### src/rtl/pc_stack_unit.sv
// Program-counter sequencer with skip/jump/call/return, a circular return stack
// and a one-slot annul flag for the instruction fetched after a control transfer.
module pc_stack_unit #(
    parameter int                    PC_WIDTH     = 13,
    parameter int                    STACK_DEPTH  = 8,
    parameter logic [PC_WIDTH-1:0]   RESET_VECTOR = '0,
    localparam int                   DW           = $clog2(STACK_DEPTH + 1)
) (
    input  logic                clk,
    input  logic                reset,
    input  logic                en,
    input  logic [2:0]          op,
    input  logic [PC_WIDTH-1:0] target,
    input  logic                clear_flags,
    output logic [PC_WIDTH-1:0] pc,
    output logic                flush,
    output logic [PC_WIDTH-1:0] top,
    output logic [DW-1:0]       depth,
    output logic                overflow,
    output logic                underflow
);

    localparam int SW = $clog2(STACK_DEPTH);

    typedef enum logic [2:0] {
        OP_INC    = 3'd0,
        OP_SKIP   = 3'd1,
        OP_GOTO   = 3'd2,
        OP_CALL   = 3'd3,
        OP_RETURN = 3'd4,
        OP_LOADPC = 3'd5
    } op_e;

    logic [PC_WIDTH-1:0] stack [STACK_DEPTH];
    logic [SW-1:0]       sp;
    logic [SW-1:0]       sp_top;
    logic [PC_WIDTH-1:0] pc_inc;
    logic [PC_WIDTH-1:0] pc_next;
    logic                flush_next;
    logic                push;
    logic                pop;
    logic                full;
    logic                empty;

    // sp wraps naturally because STACK_DEPTH is a power of two
    assign sp_top = sp - SW'(1);
    assign top    = stack[sp_top];
    assign pc_inc = pc + PC_WIDTH'(1);
    assign full   = (depth == DW'(STACK_DEPTH));
    assign empty  = (depth == '0);

    // NOTE: every output of this block gets a default before the case, so no
    // path leaves a variable unassigned and no latch is inferred.
    always_comb begin
        pc_next    = pc_inc;
        flush_next = 1'b0;
        push       = 1'b0;
        pop        = 1'b0;
        if (!flush) begin
            unique case (op)
                OP_SKIP: flush_next = 1'b1;
                OP_GOTO, OP_LOADPC: begin
                    pc_next    = target;
                    flush_next = 1'b1;
                end
                OP_CALL: begin
                    pc_next    = target;
                    flush_next = 1'b1;
                    push       = 1'b1;
                end
                OP_RETURN: begin
                    pc_next    = stack[sp_top];
                    flush_next = 1'b1;
                    pop        = 1'b1;
                end
                default: ;
            endcase
        end
    end

    // NOTE: state registers use non-blocking assignments so every register in
    // the design samples pre-edge values, independent of statement order.
    always_ff @(posedge clk or posedge reset) begin
        if (reset) begin
            pc        <= RESET_VECTOR;
            flush     <= 1'b0;
            sp        <= '0;
            depth     <= '0;
            overflow  <= 1'b0;
            underflow <= 1'b0;
        end else if (en) begin
            pc    <= pc_next;
            flush <= flush_next;
            if (push) begin
                sp <= sp + SW'(1);
                if (!full) depth <= depth + DW'(1);
            end else if (pop) begin
                sp <= sp_top;
                if (!empty) depth <= depth - DW'(1);
            end
            // a set event on the same edge beats clear_flags
            overflow  <= (push && full)  || (overflow  && !clear_flags);
            underflow <= (pop  && empty) || (underflow && !clear_flags);
        end
    end

    // NOTE: the return stack is deliberately reset so that top reads 0 after
    // reset; this keeps it in flops rather than a RAM macro.
    always_ff @(posedge clk or posedge reset) begin
        if (reset) begin
            for (int i = 0; i < STACK_DEPTH; i++) stack[i] <= '0;
        end else if (en && push) begin
            stack[sp] <= pc_inc;
        end
    end

endmodule

### config.mk
export PLATFORM = sky130hd
export DESIGN_NAME = pc_stack_unit
export DESIGN_NICKNAME = d
export VERILOG_FILES = /design/src/rtl/pc_stack_unit.sv
export SDC_FILE = /design/constraint.sdc
export NUM_CORES = 1
export LEC_CHECK = 0
export BUFFER_PORTS_ARGS = -buffer_cell sky130_fd_sc_hd__buf_2
export CORE_MARGIN = 5
export CORE_UTILIZATION = 55
export DETAILED_ROUTE_END_ITERATION = 7
export PLACE_DENSITY = 0.84
export SLEW_MARGIN = 15
export SYNTH_ARGS = -nofsm -noshare
export SYNTH_HDL_FRONTEND = slang
export SYNTH_SLANG_ARGS = --single-unit
export TNS_END_PERCENT = 5
### constraint.sdc
create_clock -name clk -period 4.8 [get_ports clk]
set_input_delay 0.96 -clock clk [delete_from_list [all_inputs] [get_ports clk]]
set_output_delay 0.96 -clock clk [all_outputs]
set_load 0.01 [all_outputs]
==> metrics.log <==
INFO  metric global_route.overflow_total = 0
INFO  metric via_count_of_the_first_global_routing_pass = 4931
INFO  metric die-area = 13200 um^2
INFO  metric final.period_utilization = 90.4%
INFO  metric cts.repair_timing.setup_buffer_count = 0
INFO  metric io_buffers = 52
INFO  metric die-width = 115 um
INFO  metric largest_fanout_on_the_critical_path = 9
INFO  metric grt_setup_unrepaired = false
INFO  metric maxClockFrequency = 230 MHz
INFO  metric postSynthNetCount = 583
INFO  metric antenna_cells_inserted = 0
INFO  metric post_drt_via_cell_ratio = 6.38
INFO  metric clock_insertion_delay_worst_skew = 530 ps
INFO  metric cts_num_sinks = 127
INFO  metric grt_antenna_before_repair = 0
INFO  metric worst_ep_required_time = 3840 ps
INFO  metric post_synth_num_cell_types = 48
INFO  metric cts_tree = yes
INFO  metric setup-tns-final = 0 ps
INFO  metric ys_warnings = 0
INFO  metric drt_iter0_drc = 615
INFO  metric syn_to_final_growth = 13.7%
INFO  metric timing.final.max_slew_violations = 0
INFO  metric synthFlopType = sky130_fd_sc_hd__dfrtp_1
INFO  metric cts_resized = 0
INFO  metric relSlewSlack = 24.6%
INFO  metric totalWireLength = 15.3 mm
INFO  metric die_height = 115 um
INFO  metric io-pin-count = 53
INFO  metric multi_input_area = 2650 um^2
INFO  metric num_vias = 4814
INFO  metric cts-hold-fix-buffers = 0
INFO  metric seq_area_frac_synth = 52.5%
INFO  metric ys_seq_elements = 127
INFO  metric number_of_fill_cells = 733
INFO  metric ir_drop = 0.313 mV
INFO  metric floorplan.core_area = 10800 um^2
INFO  metric place_hpwl = 9.90 mm
INFO  metric gp_congestion = 0.875
INFO  metric initial_core_utilization = 56.1%
INFO  metric worst-setup-path-type = flip-flop to output pin
INFO  metric clock_path_buffers = 2
INFO  metric cts_root_buf = sky130_fd_sc_hd__clkbuf_8
INFO  metric drcViolationCount = 0
INFO  metric firstDrtPassIters = 5
INFO  metric floorplan.rows = 38
INFO  metric global_route_wire_length_before_repair = 25.2 mm
INFO  metric post_synth_instance_area = 6050 um^2
INFO  metric setup_viol_count_final = 0
INFO  metric finalWorstPathRequiredPeriod = 4340 ps
INFO  metric count_of_final_hold_check_violations = 0
INFO  metric clk_pin_slew_worst_paths = 60 ps
INFO  metric finClkSkew = 8.85 ps
INFO  metric synth-edff-count = 0
INFO  metric num-nets-final = 628
INFO  metric worst_slew_pin_slew = 1130 ps
INFO  metric global_route.usage.total = 25.0%
INFO  metric power_leakage = 3.09 nW
INFO  metric register_area = 3180 um^2
INFO  metric power_density = 661 nW/um^2
INFO  metric postSynthAreaPerCell = 10.8 um^2
INFO  metric cts-buffers-inserted = 17
INFO  metric synthCells = 558
INFO  metric timing.critical_path.arrival = 3380 ps
INFO  metric max_cap_viol_count = 0
INFO  metric worst_hold_slack = 473 ps
INFO  metric route.detailed.wl_per_inst = 20.3 um
INFO  metric ys_async_sr_fraction = 100%
INFO  metric cts.htree.levels = 4
INFO  metric total_power = 0.00455 W
INFO  metric critical_path.startpoint_type = flip-flop
INFO  metric ant_nets = 0
INFO  metric hold_class = flip-flop to flip-flop
INFO  metric status = complete, no violations
INFO  metric final_layout_size_suffix_gt1_share = 23.1%
INFO  metric grt_start_max_net_pins = 70
INFO  metric kind_of_capture_point_of_the_worst_setup_path = output pin
[final timing paths]
check | start | cells past startpoint | slack, ps | endpoint
setup / recovery | sp[0] | 7 | 460 | top[9]
min in group asynchronous | reset | 2 | 570 | stack[11]
setup reg to reg | sp[0] | 8 | 1740 | pc[10]
hold reg to reg | overflow | 2 | 470 | overflow
max in group asynchronous | reset | 3 | 3210 | flush
hold / removal | overflow | 2 | 470 | overflow
[per-stage QoR]
| step | cell area (um^2) | setup WS [ps] | cells | util (%) |
|---|---|---|---|---|
| after CTS | 6860 | 481 | 753 | 63.6 |
| after detailed placement | 6370 | 1060 | 723 | 59.0 |
| after global placement | 6370 | 1150 | 723 | 59.0 |
| final | 6880 | 459 | 754 | 63.7 |
| after floorplan | 6050 | 456 | 558 | - |
| after global routing | 6880 | 346 | 754 | 63.7 |
[cells in the final DEF (no fill, tap or decap), types with 3 or more instances in the layout]
cell	netlist	routed
sky130_fd_sc_hd__o21a_1	4	4
sky130_fd_sc_hd__nand3_1	12	12
sky130_fd_sc_hd__o21ai_1	42	42
sky130_fd_sc_hd__nand3b_1	4	4
sky130_fd_sc_hd__a22oi_1	3	3
sky130_fd_sc_hd__mux2_1	3	3
sky130_fd_sc_hd__a221oi_1	3	3
sky130_fd_sc_hd__nor3_1	5	5
sky130_fd_sc_hd__ha_1	5	5
sky130_fd_sc_hd__a31oi_1	4	4
sky130_fd_sc_hd__dfrtp_1	127	127
sky130_fd_sc_hd__clkbuf_16	0	16
sky130_fd_sc_hd__clkinvlp_4	0	3
sky130_fd_sc_hd__mux2_2	20	20
sky130_fd_sc_hd__buf_2	17	52
sky130_fd_sc_hd__inv_1	7	6
sky130_fd_sc_hd__nor2_1	28	28
sky130_fd_sc_hd__xnor2_1	18	18
sky130_fd_sc_hd__clkbuf_1	11	5
sky130_fd_sc_hd__clkinv_2	0	3
sky130_fd_sc_hd__buf_4	6	8
sky130_fd_sc_hd__o21ai_0	49	49
sky130_fd_sc_hd__nand4_1	3	3
sky130_fd_sc_hd__a21oi_1	19	19
sky130_fd_sc_hd__clkbuf_8	0	3
sky130_fd_sc_hd__nand2_1	107	107
sky130_fd_sc_hd__mux4_2	26	26
[cells by family (layout without fill, tap and decap cells)]
| family | count (synthesis) | after routing | share of synthesized area [%] |
|---|---|---|---|
| flops | 127 | 127 | 52.5 |
| compound gates | 141 | 141 | 13.3 |
| simple gates | 171 | 171 | 12.4 |
| buf+inv | 44 | 100 | 3.62 |
| fa+ha+maj | 5 | 5 | 1.03 |
| xor+xnor | 21 | 21 | 3.16 |
| mux | 49 | 49 | 14.0 |
[flip-flops by register name, summed over array words and instances, names as in the netlist]
register,flops
underflow,1
overflow,1
flush,1
sp,3
pc,13
stack,104
depth,4
[layer usage]
layer	share of wire [%]	track usage, %	vias up
met5	0	0	-
met4	3.1	12.6	0
met3	9.3	6.32	50
met2	49	39.2	287
met1	39	32.6	2402
li1	-	-	2075
[synth_stat cells (3+ instances only)]
master | count | area (um^2)
sky130_fd_sc_hd__a21oi_1 | 19 | 95.1
sky130_fd_sc_hd__a221oi_1 | 3 | 26.3
sky130_fd_sc_hd__a22oi_1 | 3 | 22.5
sky130_fd_sc_hd__a31oi_1 | 4 | 25.0
sky130_fd_sc_hd__buf_2 | 17 | 85.1
sky130_fd_sc_hd__buf_4 | 6 | 45.0
sky130_fd_sc_hd__clkbuf_1 | 11 | 41.3
sky130_fd_sc_hd__dfrtp_1 | 127 | 3180
sky130_fd_sc_hd__ha_1 | 5 | 62.6
sky130_fd_sc_hd__inv_1 | 7 | 26.3
sky130_fd_sc_hd__mux2_1 | 3 | 33.8
sky130_fd_sc_hd__mux2_2 | 20 | 225
sky130_fd_sc_hd__mux4_2 | 26 | 586
sky130_fd_sc_hd__nand2_1 | 107 | 402
sky130_fd_sc_hd__nand3_1 | 12 | 60.1
sky130_fd_sc_hd__nand3b_1 | 4 | 30.0
sky130_fd_sc_hd__nand4_1 | 3 | 18.8
sky130_fd_sc_hd__nor2_1 | 28 | 105
sky130_fd_sc_hd__nor3_1 | 5 | 25.0
sky130_fd_sc_hd__o21a_1 | 4 | 30.0
sky130_fd_sc_hd__o21ai_0 | 49 | 245
sky130_fd_sc_hd__o21ai_1 | 42 | 210
sky130_fd_sc_hd__xnor2_1 | 18 | 158
[area by class of cell]
| type | instances | share of cell area (%) |
|---|---|---|
| repair buffers | 61 | 4.87 |
| clock buffers | 24 | 6.69 |
| flip-flops and latches | 127 | 46.2 |
| multi-input cells | 387 | 38.6 |
| well taps | 140 | 2.55 |
| inverters | 9 | 0.564 |
| clock inverters | 6 | 0.546 |
[power by group]
part | switching [W] | total [W] | leakage, nW | internal [W]
Clock | 0.000445 | 0.00110 | 0.237 | 0.000652
Combinational | 0.000937 | 0.00173 | 1.18 | 0.000791
Sequential | 0.000283 | 0.00172 | 1.68 | 0.00144
Total | 0.00167 | 0.00455 | 3.09 | 0.00288
[critical path, cell delays in order (launching register included)]
cell                       delay (ps)
sky130_fd_sc_hd__dfrtp_1          370
sky130_fd_sc_hd__clkinv_1         280
sky130_fd_sc_hd__ha_1             360
sky130_fd_sc_hd__xor2_2           570
sky130_fd_sc_hd__buf_4            310
sky130_fd_sc_hd__mux4_2           530
sky130_fd_sc_hd__mux2_2           290
sky130_fd_sc_hd__buf_2            140
(Power assumes the default switching activity.)
